<file path="config.mk">
export PLATFORM = sky130hd
export DESIGN_NAME = multiplier_arbiter
export DESIGN_NICKNAME = d
export VERILOG_FILES = /design/src/rtl/multiplier_arbiter.sv
export SDC_FILE = /design/constraint.sdc
export NUM_CORES = 1
export LEC_CHECK = 0
export BUFFER_PORTS_ARGS = -buffer_cell sky130_fd_sc_hd__buf_2
export CAP_MARGIN = 20
export CORE_ASPECT_RATIO = 2
export CORE_MARGIN = 2
export CORE_UTILIZATION = 40
export CTS_CLUSTER_DIAMETER = 50
export DETAILED_ROUTE_END_ITERATION = 12
export PLACE_DENSITY = 0.8
export RECOVER_POWER = 50
export SLEW_MARGIN = 30
export SYNTH_ARGS = -nofsm -noshare
export SYNTH_HDL_FRONTEND = slang
export SYNTH_SLANG_ARGS = --single-unit
</file>
<file path="constraint.sdc">
create_clock -name Clk -period 2.6 [get_ports Clk]
set_input_delay 0.13 -clock Clk [delete_from_list [all_inputs] [get_ports Clk]]
set_output_delay 0.13 -clock Clk [all_outputs]
set_load 0.01 [all_outputs]
</file>
<file path="src/rtl/multiplier_arbiter.sv">
// multiplier_arbiter
// Shares one external multiplier between four requesters using round-robin
// arbitration. A grant latches the winner's operands onto MulA/MulB and raises
// MulStart until the multiplier drops MulReady; the result is captured when
// MulReady rises again. If MulReady never falls, the operation is aborted
// after START_TIMEOUT sampled-ready cycles and Err is pulsed instead.
//
// Ports
//   Clk, Rst_n      clock (rising edge), asynchronous active-low reset
//   ReqValid[3:0]   per-requester request, held until ReqAck
//   ReqA, ReqB      packed operands, requester i at [i*DATA_WIDTH +: DATA_WIDTH]
//   ReqAck[3:0]     one-cycle pulse: operands captured
//   RespValid[3:0]  one-cycle pulse: Product valid for that requester
//   Err[3:0]        one-cycle pulse: operation aborted on start timeout
//   Product         last result, held until the next response
//   Grant           index of the current or last owner
//   Busy            high while an operation is in flight
//   MulA, MulB      operands to the multiplier
//   MulStart        multiplier start request
//   MulProduct      multiplier result
//   MulReady        multiplier idle / result valid
module multiplier_arbiter #(
    parameter int unsigned DATA_WIDTH    = 16,
    parameter int unsigned START_TIMEOUT = 16
) (
    input  logic                    Clk,
    input  logic                    Rst_n,
    input  logic [3:0]              ReqValid,
    input  logic [4*DATA_WIDTH-1:0] ReqA,
    input  logic [4*DATA_WIDTH-1:0] ReqB,
    output logic [3:0]              ReqAck,
    output logic [3:0]              RespValid,
    output logic [3:0]              Err,
    output logic [2*DATA_WIDTH-1:0] Product,
    output logic [1:0]              Grant,
    output logic                    Busy,
    output logic [DATA_WIDTH-1:0]   MulA,
    output logic [DATA_WIDTH-1:0]   MulB,
    output logic                    MulStart,
    input  logic [2*DATA_WIDTH-1:0] MulProduct,
    input  logic                    MulReady
);

    localparam int unsigned NUM_REQ = 4;
    localparam int unsigned PROD_W  = 2 * DATA_WIDTH;
    localparam int unsigned CNT_W   = (START_TIMEOUT > 1) ? $clog2(START_TIMEOUT + 1) : 1;

    typedef enum logic [1:0] {
        IDLE  = 2'd0,
        START = 2'd1,
        RUN   = 2'd2
    } state_e;

    state_e                  state_q, state_d;
    logic [1:0]              last_q, last_d;
    logic [CNT_W-1:0]        cnt_q, cnt_d;
    logic [3:0]              ack_q, ack_d;
    logic [3:0]              resp_q, resp_d;
    logic [3:0]              err_q, err_d;
    logic [PROD_W-1:0]       product_q, product_d;
    logic [1:0]              grant_q, grant_d;
    logic                    busy_q, busy_d;
    logic [DATA_WIDTH-1:0]   mul_a_q, mul_a_d;
    logic [DATA_WIDTH-1:0]   mul_b_q, mul_b_d;
    logic                    mul_start_q, mul_start_d;

    logic [DATA_WIDTH-1:0]   req_a [NUM_REQ];
    logic [DATA_WIDTH-1:0]   req_b [NUM_REQ];
    logic                    win_found;
    logic [1:0]              win_idx;

    // Round-robin pick: search last+1, last+2, last+3, last (mod 4).
    function automatic logic [2:0] rr_pick(input logic [3:0] req, input logic [1:0] last);
        logic [1:0] cand;
        logic       found;
        logic [1:0] idx;
        found = 1'b0;
        idx   = last;
        for (int unsigned k = 1; k <= NUM_REQ; k++) begin
            cand = last + 2'(k);
            if (!found && req[cand]) begin
                found = 1'b1;
                idx   = cand;
            end
        end
        return {found, idx};
    endfunction

    // Unpack the operand buses per requester.
    always_comb begin
        for (int unsigned i = 0; i < NUM_REQ; i++) begin
            req_a[i] = ReqA[i*DATA_WIDTH +: DATA_WIDTH];
            req_b[i] = ReqB[i*DATA_WIDTH +: DATA_WIDTH];
        end
    end

    assign {win_found, win_idx} = rr_pick(ReqValid, last_q);

    // Next-state and registered-output logic.
    always_comb begin
        state_d     = state_q;
        last_d      = last_q;
        cnt_d       = cnt_q;
        ack_d       = '0;
        resp_d      = '0;
        err_d       = '0;
        product_d   = product_q;
        grant_d     = grant_q;
        busy_d      = busy_q;
        mul_a_d     = mul_a_q;
        mul_b_d     = mul_b_q;
        mul_start_d = mul_start_q;

        unique case (state_q)
            IDLE: begin
                // A grant needs both a request and an idle multiplier.
                if (win_found && MulReady) begin
                    state_d     = START;
                    last_d      = win_idx;
                    grant_d     = win_idx;
                    ack_d       = 4'b0001 << win_idx;
                    mul_a_d     = req_a[win_idx];
                    mul_b_d     = req_b[win_idx];
                    mul_start_d = 1'b1;
                    busy_d      = 1'b1;
                    cnt_d       = '0;
                end
            end
            START: begin
                if (!MulReady) begin
                    mul_start_d = 1'b0;
                    state_d     = RUN;
                end else if (cnt_q == CNT_W'(START_TIMEOUT - 1)) begin
                    // This sample brings the ready count to START_TIMEOUT: abort.
                    mul_start_d = 1'b0;
                    err_d       = 4'b0001 << grant_q;
                    busy_d      = 1'b0;
                    cnt_d       = '0;
                    state_d     = IDLE;
                end else begin
                    cnt_d = cnt_q + CNT_W'(1);
                end
            end
            RUN: begin
                if (MulReady) begin
                    product_d = MulProduct;
                    resp_d    = 4'b0001 << grant_q;
                    busy_d    = 1'b0;
                    state_d   = IDLE;
                end
            end
            default: begin
                state_d     = IDLE;
                mul_start_d = 1'b0;
                busy_d      = 1'b0;
            end
        endcase
    end

    // State and output registers.
    always_ff @(posedge Clk or negedge Rst_n) begin
        if (!Rst_n) begin
            state_q     <= IDLE;
            last_q      <= 2'd3;
            cnt_q       <= '0;
            ack_q       <= '0;
            resp_q      <= '0;
            err_q       <= '0;
            product_q   <= '0;
            grant_q     <= '0;
            busy_q      <= 1'b0;
            mul_a_q     <= '0;
            mul_b_q     <= '0;
            mul_start_q <= 1'b0;
        end else begin
            state_q     <= state_d;
            last_q      <= last_d;
            cnt_q       <= cnt_d;
            ack_q       <= ack_d;
            resp_q      <= resp_d;
            err_q       <= err_d;
            product_q   <= product_d;
            grant_q     <= grant_d;
            busy_q      <= busy_d;
            mul_a_q     <= mul_a_d;
            mul_b_q     <= mul_b_d;
            mul_start_q <= mul_start_d;
        end
    end

    assign ReqAck    = ack_q;
    assign RespValid = resp_q;
    assign Err       = err_q;
    assign Product   = product_q;
    assign Grant     = grant_q;
    assign Busy      = busy_q;
    assign MulA      = mul_a_q;
    assign MulB      = mul_b_q;
    assign MulStart  = mul_start_q;

endmodule

</file>
---- Yosys cells after proc, flatten, opt, wreduce, memory -nomap -nowiden ----
Index checks and enable logic that the tools add are counted.
word-level totals
  register bits after elaboration ......... 89
  input bits .............................. 167
  output and inout bits ................... 80
  word-level logic and storage cells ...... 93
operators by class
  $add $sub $neg .......................... 4
  magnitude comparators ................... 5
  equal/unequal tests ..................... 8
  shift operators ......................... 2
  multiplexer cells ....................... 45
  bitwise logic cells ..................... 2
  reductions and logical operators ........ 15
operators with widths
  cell                   count
  $bmux W16 S2           2
  $mux W16               4
  $mux W4                7
  $mux W2                8
  $mux W5                3
  $mux W1                13
  $lt A2 B3 Y1 const B   4
  $pmux W5 S2            1
  $reduce_and A3 Y1      3
  $bmux W1 S2            4
  $ne A2 B2 Y1 const B   4
  $shl A1 B2 Y4 const A  2
  $pmux W1 S3            2
  $pmux W2 S3            1
  $add A5 B1 Y5 const B  1
  $eq A5 B4 Y1 const B   1
  $add A2 B2 Y2 const B  2
  $logic_and A1 B1 Y1    4
  $reduce_and A2 Y1      2
  $reduce_and A4 Y1      1
  $ge A3 B3 Y1 const B   1
  $logic_not A1 Y1       3
  $ne A3 B3 Y1 const B   1
  $not A2 Y3             1
  other kinds (6)        6

---- Logic depth before layout (Yosys ltp) ----
  word-level depth ........................ 17
  mapped depth ............................ 8
  gate-level depth less buffers ........... 6

---- Least setup slack after synthesis ----
OpenSTA, ideal clock, no wires.
  path type ............................... reg2reg
  start ................................... register last_q[0]
  end ..................................... register grant_q[0], in the netlist Grant[0]
  library setup time ...................... 0.125 ns
  arrival time ............................ 1.693 ns
  required time ........................... 2.475 ns
  path slack .............................. 0.782 ns
  cell stages (with the launch flop) ...... 7
  buffers on the path ..................... 2
  period minus slack after synthesis ...... 1.818 ns
  cells stage by stage .................... dfstp_2 > nor2b_2 > a21o_1 > a221o_1 > buf_2 > buf_6 > mux2_2
on the way
  word-level cells in the longest chain between the ends .. 15
  elaborated cells on any way between the ends .. 27
  those cells by class .................... 3 x add/sub; 16 x mux; 8 x reduce/logical
ends and longest elaborated chain
  item                                RTL line  text
  start: declaration                  55        logic [1:0] last_q, last_d;
  start signal: assignment            177       last_q <= last_d;
  $add A2 B1 Y2                       80        cand = last + 2'(k);
  $bmux W1 S2                         81        if (!found && req[cand]) begin
  $mux W1 (implied by the code)       81
  $mux W1                             81
  $logic_not A1 Y1                    81
  $logic_and A1 B1 Y1                 81
  $mux W1                             81
  $logic_not A1 Y1                    81
  $logic_and A1 B1 Y1                 81
  $mux W1                             81
  $logic_not A1 Y1                    81
  $logic_and A1 B1 Y1                 81
  $mux W1                             81
  $logic_and A1 B1 Y1                 117       if (win_found && MulReady) begin
  $reduce_and A2 Y1 (no source line)  n/a
  end signal: assignment              183       grant_q <= grant_d;
  end: declaration                    61        logic [1:0] grant_q, grant_d;
Parallel ways exist; a longest one is shown, timed or not. The select of a mux whose other input is x is not followed.
A chain may end at the register's enable or synchronous reset.

---- Worst setup path after layout ----
  start ................................... register last_q[0]
  end ..................................... register mul_b_q[2], in the netlist MulB[2]
on the way
  word-level cells in the longest chain between the ends .. 17
  elaborated cells on any way between the ends .. 31
  those cells by class .................... 3 x add/sub; 19 x mux; 1 x bitwise; 8 x reduce/logical
ends and longest elaborated chain
  item                                          RTL line  text
  $add A2 B1 Y2                                 80
  $bmux W1 S2                                   81
  $mux W1 (implied by the code)                 81
  $mux W1                                       81
  $logic_not A1 Y1                              81
  $logic_and A1 B1 Y1                           81
  $mux W1                                       81
  $logic_not A1 Y1                              81
  $logic_and A1 B1 Y1                           81
  $mux W1                                       81
  $logic_not A1 Y1                              81
  $logic_and A1 B1 Y1                           81
  $mux W2                                       81
  $not A2 Y3 (implied by the code)              123       mul_b_d = req_b[win_idx];
  $bmux W16 S2                                  123
  $mux W16 (implied by the code) (2 in series)  123
  end signal: assignment                        186       mul_b_q <= mul_b_d;
  end: declaration                              64        logic [DATA_WIDTH-1:0] mul_b_q, mul_b_d;
Parallel ways exist; a longest one is shown, timed or not. The select of a mux whose other input is x is not followed.

==> impl.org <==
** CTS
- CTS clk-pin slew, worst paths :: 80 ps
- The cell sitting at the root of the clock tree is a sky130_fd_sc_hd__clkbuf_16.
- The later pin in the worst-skew pair is clocked with a latency of around 340 ps.
- CTS saw ~90 sinks.
- Number of levels the H-tree was split into :: 3
- In this run the deepest clock path goes through 2 buffers.
- TritonCTS created 9 clock buffers.
- TritonCTS built the clock tree.

** Job
- Max-cap violations in this run came to 0.

** Placement
- The wire-length estimate of the detail-placed layout is 9.99 mm.
- Prior to clock tree synthesis, the placed netlist has a worst setup slack of 384 ps.
- Port buffering added roughly 250 buffers.
- The congestion estimate from routability-driven global placement came to about 0.77.

** Worst setup path
- The worst setup path is of the reg -> reg kind.
- Crit start category :: flop
- Crit path DAT :: around 2300 ps
- The worst register-to-register path has a depth of 5.
- Endpoint type of the worst setup path :: flop
- Data on the critical path is required at its endpoint by about 2800 ps.
- Capture instance of the worst register-to-register path :: MulB[2]
- Minimum setup slack among reg-to-reg paths :: between 500 and 600 ps
- Largest fanout on the critical path :: 36
- The startpoint identified for the worst register-to-register timing path is last_q[0].

** Yosys
- After synthesis, the share of flip-flops with an asynchronous set or reset is 100%.
- Synthesized netlist net count :: about 600
- By count the netlist is led by sky130_fd_sc_hd__dfrtp_1, sky130_fd_sc_hd__and3_1, sky130_fd_sc_hd__a211oi_2, sky130_fd_sc_hd__nand2_1, sky130_fd_sc_hd__mux2_2.
- Counting flops and latches in the post-synthesis netlist gives 89.
- Synthesis produced a netlist whose cell count is 430.
- Sequential cells were found to cover between 40% and 50% of the synthesized design area.
- Yosys synthesis warning count :: 0
- The number of different library cells used by synthesis comes to 33.
- Top cells by area, synth :: sky130_fd_sc_hd__dfrtp_1, sky130_fd_sc_hd__a211oi_2, sky130_fd_sc_hd__and3_1
- In the synthesized netlist the dominant register cell turns out to be sky130_fd_sc_hd__dfrtp_1.
- Post-Syn Area :: between 0.004 and 0.005 sq mm
- The synthesized design contains 0 enable-type register cells.
- Area fraction of the dominant cell type after synthesis :: between 40 and 50%
- Average cell area after synthesis :: around 11 sq um
- The largest total area in the synthesized netlist belongs to sky130_fd_sc_hd__dfrtp_1.
- The most common cell in the synthesized netlist is sky130_fd_sc_hd__dfrtp_1.

** STA
- Setup repair after global routing left no endpoint under its margin.
- Number of endpoints failing setup at the final stage :: 0
- Transition at the pin with the smallest max-transition slack :: between 1000 and 1500 ps
- Endpoints failing hold :: 0
- Final Max Tran Viols :: 0
- Worst slew slack as a fraction of its limit :: approximately 7.3%
- For this run, the top clock speed supported by timing is around 0.48 GHz.
- Counting I/O delays and the setup requirement, the final critical path takes between 2000 and 2500 ps.
- Fin Setup TNS :: 0 ps
- Between clock sinks in the finished design, the worst skew comes to between 9 and 10 ps.
- Final clock period utilization by the worst path :: a little over 80%
- In the post-route analysis, the smallest setup slack over all paths is just over 500 ps.

** Power and ir drop
- Across the VDD grid, the largest voltage drop is around 0.64 mV.
- Power density over cell area :: roughly 1100 mW/mm^2
- Total leakage power :: about 3.1 nW

** Min path
- Hold Path Class :: in -> reg
- Hold Startpoint :: MulProduct[22]
- The worst hold path passes through 2 cells.
- End point of the most critical hold path :: Product[22]

** Global routing
- GRT overflow :: 0
- Via count of the first global-routing pass :: roughly 4,200
- Across every metal layer, demand over resource in global routing totals about a fifth.
- Pin count of the biggest net entering global routing :: 54
- First-pass GRT wire length :: between 20 and 25 mm
- The initial antenna violation count is 0.

** Detailed routing
- ANT nets after route :: 0
- The final layout contains routed wiring with a total length of between 10 and 15 mm.
- Length of the first detailed-routing pass in iterations :: 4
- Vias :: between 4,000 and 5,000
- Iter 0 DRT Violations :: ~160
- In the routed layout, each cell is associated on average with a via count of about 5.3.
- For this run, design rule violations remaining after detail routing come to 0.
- Wire per inst :: 16.4 um

** Final layout
- Area delta synth->final :: 33.4%
- Fraction of layout instances using a drive strength above 1 :: a little under half
- Total Nets Final :: between 800 and 900
- 0 antenna diodes ended up in the layout.

** Floorplan
- Die H :: 160 um
- Num rows :: 57
- Core ar. :: between 0.01 and 0.015 sq mm
- Measured along the x axis, the die boundary spans between 80 and 90 um.
- The die covers about 0.013 sq mm.
- Count of boundary I/O pins :: around 250
- Once the floorplan was initialized, standard cells occupied 40.6% of the core.

** Outcome
- Run status :: completed
[cells in the final DEF (no fill, tap or decap), drive strengths merged, types with 2 or more instances in the layout]
cell type and instances:
nor3b 2, nand2 44, a21oi 3, nor2 11, nand2b 7, mux2 34, dfstp 2, inv 7
a211oi 64, buf 183, nand3 5, dlygate4sd3 5, o31ai 36, nor2b 4, o21ai 8, and2 3
clkbuf 85, and3 64, nor3 7, dfrtp 87
[per-stage QoR]
| step | area, sq um | utilization [%] | std cells | hold WS [ps] | power, mW |
|---|---|---|---|---|---|
| final | 6480 | 54.1 | 816 | 12.7 | 7.33 |
| after global placement | 6210 | 51.8 | 795 | 217 | 6.06 |
| after detailed placement | 6210 | 51.8 | 795 | 236 | 6.18 |
| after floorplan | 4860 | - | 430 | -166 | 4.99 |
| after global routing | 6480 | 54.1 | 816 | 1.62 | 7.87 |
| after CTS | 6570 | 54.8 | 816 | 1.18 | 7.54 |
[where the power goes]
| group | switching (mW) | internal, mW | leakage [nW] |
|---|---|---|---|
| sequential | 0.381 | 1.98 | 1.11 |
| clock | 0.612 | 0.710 | 0.152 |
| combinational | 2.14 | 1.51 | 1.80 |
[worst max-delay path, stage by stage, from the launching register on]
cell and delay [ps]:
sky130_fd_sc_hd__dfstp_2 600, sky130_fd_sc_hd__nor2b_2 90, sky130_fd_sc_hd__a21o_1 210, sky130_fd_sc_hd__a221o_4 670
sky130_fd_sc_hd__a211oi_1 290, sky130_fd_sc_hd__o31ai_1 90
[routing by layer]
layer | global-route usage [%] | share of wire, % | up-vias
li1 | - | - | 2068
met5 | 0 | 0 | -
met4 | 4.70 | 0.80 | 0
met3 | 5.37 | 9.0 | 7
met1 | 24.1 | 39 | 2059
met2 | 34.6 | 51 | 201
[registers in the layout, summed over array words and instances (netlist names)]
signal     flops
Busy           1
Err            4
Grant          2
MulA          16
MulB          16
MulStart       1
Product       32
ReqAck         4
RespValid      4
cnt_q          5
last_q         2
state_q        2
[final cells by class]
| type | instances | area [sq um] |
|---|---|---|
| Clock inverter | 6 | 67.6 |
| Timing Repair Buffer | 263 | 1320 |
| Fill cell | 1109 | 5500 |
| Sequential cell | 89 | 2230 |
| Tap cell | 147 | 184 |
| Clock buffer | 10 | 239 |
| Multi-Input combinational cell | 299 | 2440 |
| Inverter | 2 | 7.51 |
[worst max-delay path by stage]
stage | from | end | depth (start not counted)
final | last_q[0] | MulB[2] | 5
after global placement | last_q[0] | MulB[4] | 5
after detailed placement | last_q[0] | MulB[5] | 5
after global routing | last_q[0] | MulB[1] | 5
after floorplan | last_q[0] | Grant[0] | 6
after CTS | last_q[0] | MulB[2] | 5
[kinds of logic (layout without fill, tap and decap cells)]
logic type | count (synthesis) | after routing | synth area share, %
AND/OR/NAND/NOR | 148 | 148 | 16.0
AO/OA/AOI/OAI | 116 | 116 | 25.2
flip-flops | 89 | 89 | 45.9
buffers and inverters | 42 | 281 | 4.74
multiplexers | 34 | 34 | 7.88
adder cells (fa/ha/maj) | 1 | 1 | 0.257
[what timing repair did]
item / in CTS / in global routing
resized for setup: 0 / 0
hold buffers: 5 / 0
endpoints found under the hold margin: 55 / 0
setup buffers: 0 / 0
Power figures use the tool's default switching activity.
